<file path="src/rtl/serial_pkg.sv">
// Shared serial-link definitions used by both the transmit and receive sides.
package serial_pkg;

    localparam int unsigned BYTE_W     = 8;
    localparam int unsigned FRAME_BITS = 9;
    localparam int unsigned CNT_W      = 3;

    typedef enum logic [1:0] {
        IDLE  = 2'd0,
        START = 2'd1,
        DATA  = 2'd2
    } tx_state_e;

endpackage

</file>
<file path="src/rtl/sync_fifo.sv">
// Single-clock FIFO with extra-MSB pointers; head word is presented combinationally.
module sync_fifo #(
    parameter int unsigned WIDTH = 8,
    parameter int unsigned DEPTH = 4
) (
    input  logic             clk,
    input  logic             reset,
    input  logic             push,
    input  logic [WIDTH-1:0] wdata,
    input  logic             pop,
    output logic [WIDTH-1:0] rdata,
    output logic             full,
    output logic             empty
);

    localparam int unsigned AW = $clog2(DEPTH);
    localparam int unsigned PW = AW + 1;

    logic [PW-1:0]    wr_ptr;
    logic [PW-1:0]    rd_ptr;
    logic [WIDTH-1:0] mem [DEPTH];
    logic             do_push;
    logic             do_pop;

    assign do_push = push && !full;
    assign do_pop  = pop && !empty;

    assign empty = (wr_ptr == rd_ptr);
    assign full  = (wr_ptr[AW] != rd_ptr[AW]) && (wr_ptr[AW-1:0] == rd_ptr[AW-1:0]);
    assign rdata = mem[rd_ptr[AW-1:0]];

    always_ff @(posedge clk) begin
        if (reset) begin
            wr_ptr <= '0;
            rd_ptr <= '0;
        end else begin
            if (do_push) wr_ptr <= wr_ptr + PW'(1);
            if (do_pop)  rd_ptr <= rd_ptr + PW'(1);
        end
    end

    // Storage is deliberately left unreset.
    always_ff @(posedge clk) begin
        if (do_push) mem[wr_ptr[AW-1:0]] <= wdata;
    end

endmodule

</file>
<file path="src/rtl/write_serial.sv">
// Byte-buffered serial transmitter: start bit '0' then 8 data bits MSB first, back-to-back frames.
module write_serial
    import serial_pkg::*;
#(
    parameter int unsigned FIFO_DEPTH = 4
) (
    input  logic              clk,
    input  logic              reset,
    input  logic [BYTE_W-1:0] data_in,
    input  logic              valid_in,
    output logic              ready,
    output logic              txd,
    output logic              busy
);

    tx_state_e         state;
    tx_state_e         state_nxt;
    logic [CNT_W-1:0]  bit_cnt;
    logic [CNT_W-1:0]  bit_cnt_nxt;
    logic [BYTE_W-1:0] shift;
    logic [BYTE_W-1:0] shift_nxt;
    logic              txd_nxt;
    logic              busy_nxt;
    logic              pop;
    logic [BYTE_W-1:0] head;
    logic              full;
    logic              empty;

    sync_fifo #(
        .WIDTH (BYTE_W),
        .DEPTH (FIFO_DEPTH)
    ) u_fifo (
        .clk   (clk),
        .reset (reset),
        .push  (valid_in),
        .wdata (data_in),
        .pop   (pop),
        .rdata (head),
        .full  (full),
        .empty (empty)
    );

    assign ready = !full;

    always_ff @(posedge clk) begin
        if (reset) begin
            state   <= IDLE;
            bit_cnt <= '0;
            txd     <= 1'b1;
            busy    <= 1'b0;
        end else begin
            state   <= state_nxt;
            bit_cnt <= bit_cnt_nxt;
            txd     <= txd_nxt;
            busy    <= busy_nxt;
        end
    end

    always_ff @(posedge clk) begin
        shift <= shift_nxt;
    end

    // txd/busy next values describe the bit that will be on the line after this edge.
    always_comb begin
        state_nxt   = state;
        bit_cnt_nxt = bit_cnt;
        shift_nxt   = shift;
        txd_nxt     = 1'b1;
        busy_nxt    = 1'b0;
        pop         = 1'b0;
        case (state)
            IDLE: begin
                if (!empty) begin
                    pop       = 1'b1;
                    shift_nxt = head;
                    state_nxt = START;
                    txd_nxt   = 1'b0;
                    busy_nxt  = 1'b1;
                end
            end
            START: begin
                state_nxt   = DATA;
                bit_cnt_nxt = CNT_W'(7);
                txd_nxt     = shift[BYTE_W-1];
                shift_nxt   = {shift[BYTE_W-2:0], 1'b0};
                busy_nxt    = 1'b1;
            end
            DATA: begin
                if (bit_cnt != '0) begin
                    bit_cnt_nxt = bit_cnt - CNT_W'(1);
                    txd_nxt     = shift[BYTE_W-1];
                    shift_nxt   = {shift[BYTE_W-2:0], 1'b0};
                    busy_nxt    = 1'b1;
                end else if (!empty) begin
                    pop       = 1'b1;
                    shift_nxt = head;
                    state_nxt = START;
                    txd_nxt   = 1'b0;
                    busy_nxt  = 1'b1;
                end else begin
                    state_nxt = IDLE;
                end
            end
            default: state_nxt = IDLE;
        endcase
    end

endmodule

</file>
<file path="config.mk">
export PLATFORM = sky130hd
export DESIGN_NAME = write_serial
export DESIGN_NICKNAME = d
export VERILOG_FILES = /design/src/rtl/serial_pkg.sv /design/src/rtl/sync_fifo.sv /design/src/rtl/write_serial.sv
export SDC_FILE = /design/constraint.sdc
export NUM_CORES = 1
export LEC_CHECK = 0
export BUFFER_PORTS_ARGS = -buffer_cell sky130_fd_sc_hd__buf_2
export CAP_MARGIN = 20
export CORE_UTILIZATION = 44
export DETAILED_ROUTE_END_ITERATION = 10
export GPL_TIMING_DRIVEN = 0
export PLACE_DENSITY = 0.73
export SLEW_MARGIN = 15
export SYNTH_ARGS = -nofsm -noshare
export SYNTH_HDL_FRONTEND = slang
export SYNTH_HIERARCHICAL = 1
export SYNTH_SLANG_ARGS = --single-unit
</file>
<file path="constraint.sdc">
create_clock -name clk -period 3.3 [get_ports clk]
set_input_delay 0.33 -clock clk [delete_from_list [all_inputs] [get_ports clk]]
set_output_delay 0.33 -clock clk [all_outputs]
set_load 0.03 [all_outputs]
</file>
# Word-level counts from Yosys, hierarchy flattened
# Memories as Yosys holds them, arrays and structs flattened. A register that Yosys moved wholly into a read port is not among the register bits.
# Cells that the tools add are included.
[word_totals]
word_cells = 51
memories = 1
output_inout_bits = 3
mem_bits_rw = 32
register_bits = 21
[op_classes]
add_sub_neg = 3
reduce_logical = 11
n_eq_ne = 8
n_mux = 21
[mem_list]
columns = ["name", "depth", "width", "rd", "rd_ports_with_merged_regs", "write_ports", "line_no", "source"]
rows = [
  ["u_fifo.mem", 4, 8, 1, 1, 1, "sync_fifo.sv:21", "logic [WIDTH-1:0] mem [DEPTH];"],
]
[op_table]
columns = ["operator", "n"]
rows = [
  ["case mux 8 bit (3 select lines)", 1],
  ["two-way mux 8 bit", 2],
  ["two-way mux 1 bit", 8],
  ["two-way mux 2 bit", 4],
  ["adder 3 x 1 -> 3 bit (second input constant)", 2],
  ["inequality test 2 bit (second input constant)", 3],
  ["case mux 1 bit (3 select lines)", 2],
  ["case mux 2 bit (3 select lines)", 1],
  ["case mux 3 bit (2 select lines)", 1],
  ["nonzero test 3 bit", 2],
  ["AND reduction 2 bit", 2],
  ["== test 3 bit", 1],
  ["logical AND 1 bit", 3],
  ["two-way mux 3 bit", 1],
  ["subtractor 3 x 1 -> 3 bit (second input constant)", 1],
  ["== test 2 x 1 -> 1 bit (second input constant)", 1],
  ["== test 2 bit", 1],
  ["== test 2 bit (second input constant)", 1],
  ["zero test 1 bit", 2],
  ["zero test 2 bit", 1],
  ["case mux 1 bit (2 select lines)", 1],
  ["nonzero test 2 bit", 1],
  ["inequality test 1 bit", 1],
]

# Depth between registers and ports, before layout
[logic_depth]
ltp_word = 7
depth_mapped = 10
ltp_nobuf = 8

# By module
# Netlist, hierarchy kept.
[by_module_without_submodules]
columns = ["module", "seq_area_each_um2", "n_inst", "area_per_inst_um2", "cells_per_inst"]
rows = [
  ["sync_fifo", 1121.1, 1, 1731.7, 110],
  ["write_serial", 380.4, 1, 910.9, 92],
]

# Least setup slack after synthesis
# OpenSTA, ideal clock, no wires.
[synth_timing]
path_type = "register -> register"
start = "register u_fifo.wr_ptr[1]"
end = "register (tool-made name)"
path_stages_with_launch = 10
period_less_slack_ns = 2.123
arrival_ns = 1.991
t_required_ns = 3.168
n_path_buf = 2
path_slack_ns = 1.177
cell_sequence = "dfxtp_1 -> buf_6 -> xnor2_1 -> nand2_1 -> nor2_1 -> buf_2 -> nor2_1 -> nor3b_1 -> a21oi_1 -> o211ai_1"
[synth_rtl]
columns = ["item", "line_no", "source"]
rows = [
  ["from (decl)", "sync_fifo.sv:19", "logic [PW-1:0] wr_ptr;"],
  ["from (signal assigned)", "sync_fifo.sv:37", "if (do_push) wr_ptr <= wr_ptr + PW'(1);"],
]

==> key figures <==
Placement
  – DP Wirelength: 3110 um
  – Placer Congestion: 0.766
  – PortBufs: 13

CTS
  – Worst skew pair latency: roughly 310 ps
  – Hold-fix buffers, CTS: 0
  – Clk buf depth: 2
  – Root buf cell: clkbuf_8
  – CTS resizes: 0
  – CTS sink cnt: 55
  – CTS Buf Count: 5
  – Clock-pin slew on the worst setup and hold paths: roughly 100 ps
  – Postcts setup bufs: 0
  – H-tree levels: 2
  – CTS tree: built

Worst setup path
  – Crit-path max cell delay: between 500 and 600 ps
  – Reg2Reg Setup Slack: between 500 and 600 ps
  – Worst setup SP type: flip-flop
  – WP data arrival: a little under 3000 ps
  – Most used cell, CP: nor2_1
  – Top delay family on crit path: simple AND/OR/NAND/NOR gates
  – Ordered list of cells on the worst path: xnor2_1 -> nand2_1 -> nor2_1 -> buf_2 -> nor2_1 -> nor3b_1 -> a21oi_1 -> o211ai_1
  – CP endpoint kind: flip-flop
  – Crit-path max FO: 10
  – Worst Path Required: 3490 ps
  – Critical path's slowest cell: xnor2_1
  – CP Class: flip-flop to flip-flop
  – Worst Path Buf+Inv: 1

Power and ir drop
  – Cell area power density: roughly 800 nW/um^2
  – Leakage power: around 0.0011 uW
  – Worst vdd ir: 0.352 mV

Routing
  – Via/cell ratio: about 5.6
  – Post-route ant nets: 0
  – First-pass DRT Iterations: 4
  – First DRT Iteration DRCs: 78
  – Routed via count: about 1600
  – WL/cell: 14.8 um
  – Residual DRC: 0
  – WL final: 4380 um

GRT
  – Tot GR Track Use: 15.8%
  – Global-route wire length before repair: around 7500 um
  – Total gr overflow: 0
  – Initial antenna violation count: 0
  – Vias in the first global route: ~1600
  – Largest net degree at the start of global routing: 20

Floorplanning
  – Std-Cell Rows: 27
  – Die ar.: around 6300 um^2
  – Core area: 5640 um^2
  – Starting Density: ~47%
  – Die width: roughly 79 um
  – Chip Height: about 79 um
  – Ports: 14

Timing
  – Setup tns final: 0 ps
  – Setup Skew: ~8.4 ps
  – Min Tclk post-route: between 2000 and 3000 ps
  – Worst slew pin tran: roughly 1000 ps
  – Unrepaired setup endpoints after global routing: no
  – Period Utilization, post-route: between 80 and 90%
  – Fmax: between 300 and 400 MHz
  – Relative slew margins: between 30% and 40%
  – Final Hold Fails: 0
  – Final setup fails: 0
  – Pins Over Slew Limit: 0

Synthesis
  – Synth top area share: between 40% and 50%
  – Ys flop type: edfxtp_1
  – Synth Instances: about 200
  – Syn Area/Cell: approximately 13 um^2
  – Largest area contributor in the netlist: edfxtp_1
  – Post-synth EDFFs: 40
  – Seq cells post-synth: 55
  – Post-synth net total: roughly 230
  – Ranking of synthesized cells by area: edfxtp_1 (45%), dfxtp_1 (11%), mux4_2 (6.8%), ha_1 (6.2%), mux2i_1 (3.4%)
  – Asr flop ratio synth: 0%
  – Cell area after synthesis: ~2600 um^2
  – Post-synthesis sequential area ratio: between 50% and 60%
  – Ys Warns: 6
  – Distinct cells, synth: 41

Final layout
  – Final core utilization: roughly 52%
  – Number of diodes: 0
  – Fill cells: 480
  – Commonest non-fill, non-tap cell in the layout: edfxtp_1
  – Area growth syn-to-layout: 10.4%
  – Most frequent cells in the layout: edfxtp_1 (40), inv_1 (21), buf_2 (15), dfxtp_1 (15), ha_1 (13)
  – NumNets Final: between 200 and 250
  – Layout cell share with drive strength beyond 1: a little under a fifth

Worst hold path
  – Tightest Hold Check Type: primary input to flip-flop

Run status
  – Outcome: finished clean

Flow run
  – Max_cap viols: 0
-- worst reg2reg max path: cells and delay by family, from the launching register on --
family | cells | cell delay [ps]
buffers and inverters | 1 | 350
AND/OR/NAND/NOR | 4 | 1020
XOR/XNOR | 1 | 580
AO/OA/AOI/OAI | 2 | 290
flip-flops | 1 | 400
-- synth_stat cells, types with 2 or more instances --
cell type / instances
xnor2_1: 3
mux4_2: 8
ha_1: 13
nor3b_1: 4
o211ai_1: 6
a21oi_1: 4
or3_1: 3
o21ai_0: 5
nor2_1: 8
xor2_1: 3
a31oi_1: 7
dfxtp_1: 15
mux2i_1: 9
buf_2: 2
edfxtp_1: 40
a41oi_1: 2
and2_1: 4
inv_1: 21
o22ai_1: 7
nand3_1: 3
nand2_1: 11
nand4_1: 2
buf_6: 4
-- path summary, 6_finish.rpt --
path / from / to / cells after the start
worst max register to register: u_fifo/wr_ptr[0]$_SDFFE_PP0P_ / flip-flop / 8
worst min register to register: bit_cnt[1]$_SDFFE_PP0P_ / bit_cnt[1]$_SDFFE_PP0P_ / 1
worst max-delay path: u_fifo/wr_ptr[0]$_SDFFE_PP0P_ / flip-flop / 8
worst min-delay path: data_in[5] / u_fifo/mem[0][5]$_DFFE_PP_ / 1
-- report_power, final --
part,total (uW),internal [uW],leakage [uW],switching (uW)
Clock,464,234,0.0000607,230
Combinational,906,382,0.000506,524
Sequential,1020,935,0.000507,82.4
-- state kept, by name (all words and copies together) (netlist names), named ones only --
register       flops
u_fifo/rd_ptr      3
shift              8
state              2
u_fifo/wr_ptr      3
u_fifo/mem        32
busy               1
bit_cnt            3
txd                1
-- final cells by class --
class | count | area (um^2) | share of cell area (%)
sequential | 55 | 1500 | 51.5
multi-input combinational | 117 | 982 | 33.7
tap | 72 | 90.1 | 3.09
buffer | 9 | 80.1 | 2.75
inverter | 21 | 78.8 | 2.70
clock buffer | 5 | 68.8 | 2.36
timing repair buffer | 13 | 65.1 | 2.23
clock inverter | 3 | 50.0 | 1.72
-- routing by layer --
layer  vias up  GRT usage (%)  routed length [um]
li1        794              -                   -
met1       805           20.1                1950
met2        35           25.8                2170
met3         6           3.77                 187
met4         0           6.00                  66
met5         -              0                   0
-- cells by family (layout without fill, tap and decap cells) --
logic type               count (synthesis)  after routing  share of synthesized area, %
flip-flops                              55             55                          56.8
multiplexers                            17             17                          10.2
buffers and inverters                   30             51                          6.01
XOR/XNOR                                 6              6                          1.99
AO/OA/AOI/OAI                           39             39                          10.1
AND/OR/NAND/NOR                         42             42                          8.71
adder cells (fa/ha/maj)                 13             13                          6.16
-- metrics by stage --
step	area (um^2)	hold slack (ps)	std cells	total power, uW	worst slack (ps)
6_report	2920	230	295	2390	538
4_1_cts	2920	219	295	2410	570
3_5_place_dp	2800	463	287	1950	588
3_3_place_gp	2800	452	287	1910	700
5_1_grt	2920	222	295	2540	290
2_1_floorplan	2640	399	202	1740	1180
No activity file was read; power rests on OpenSTA's default activity.
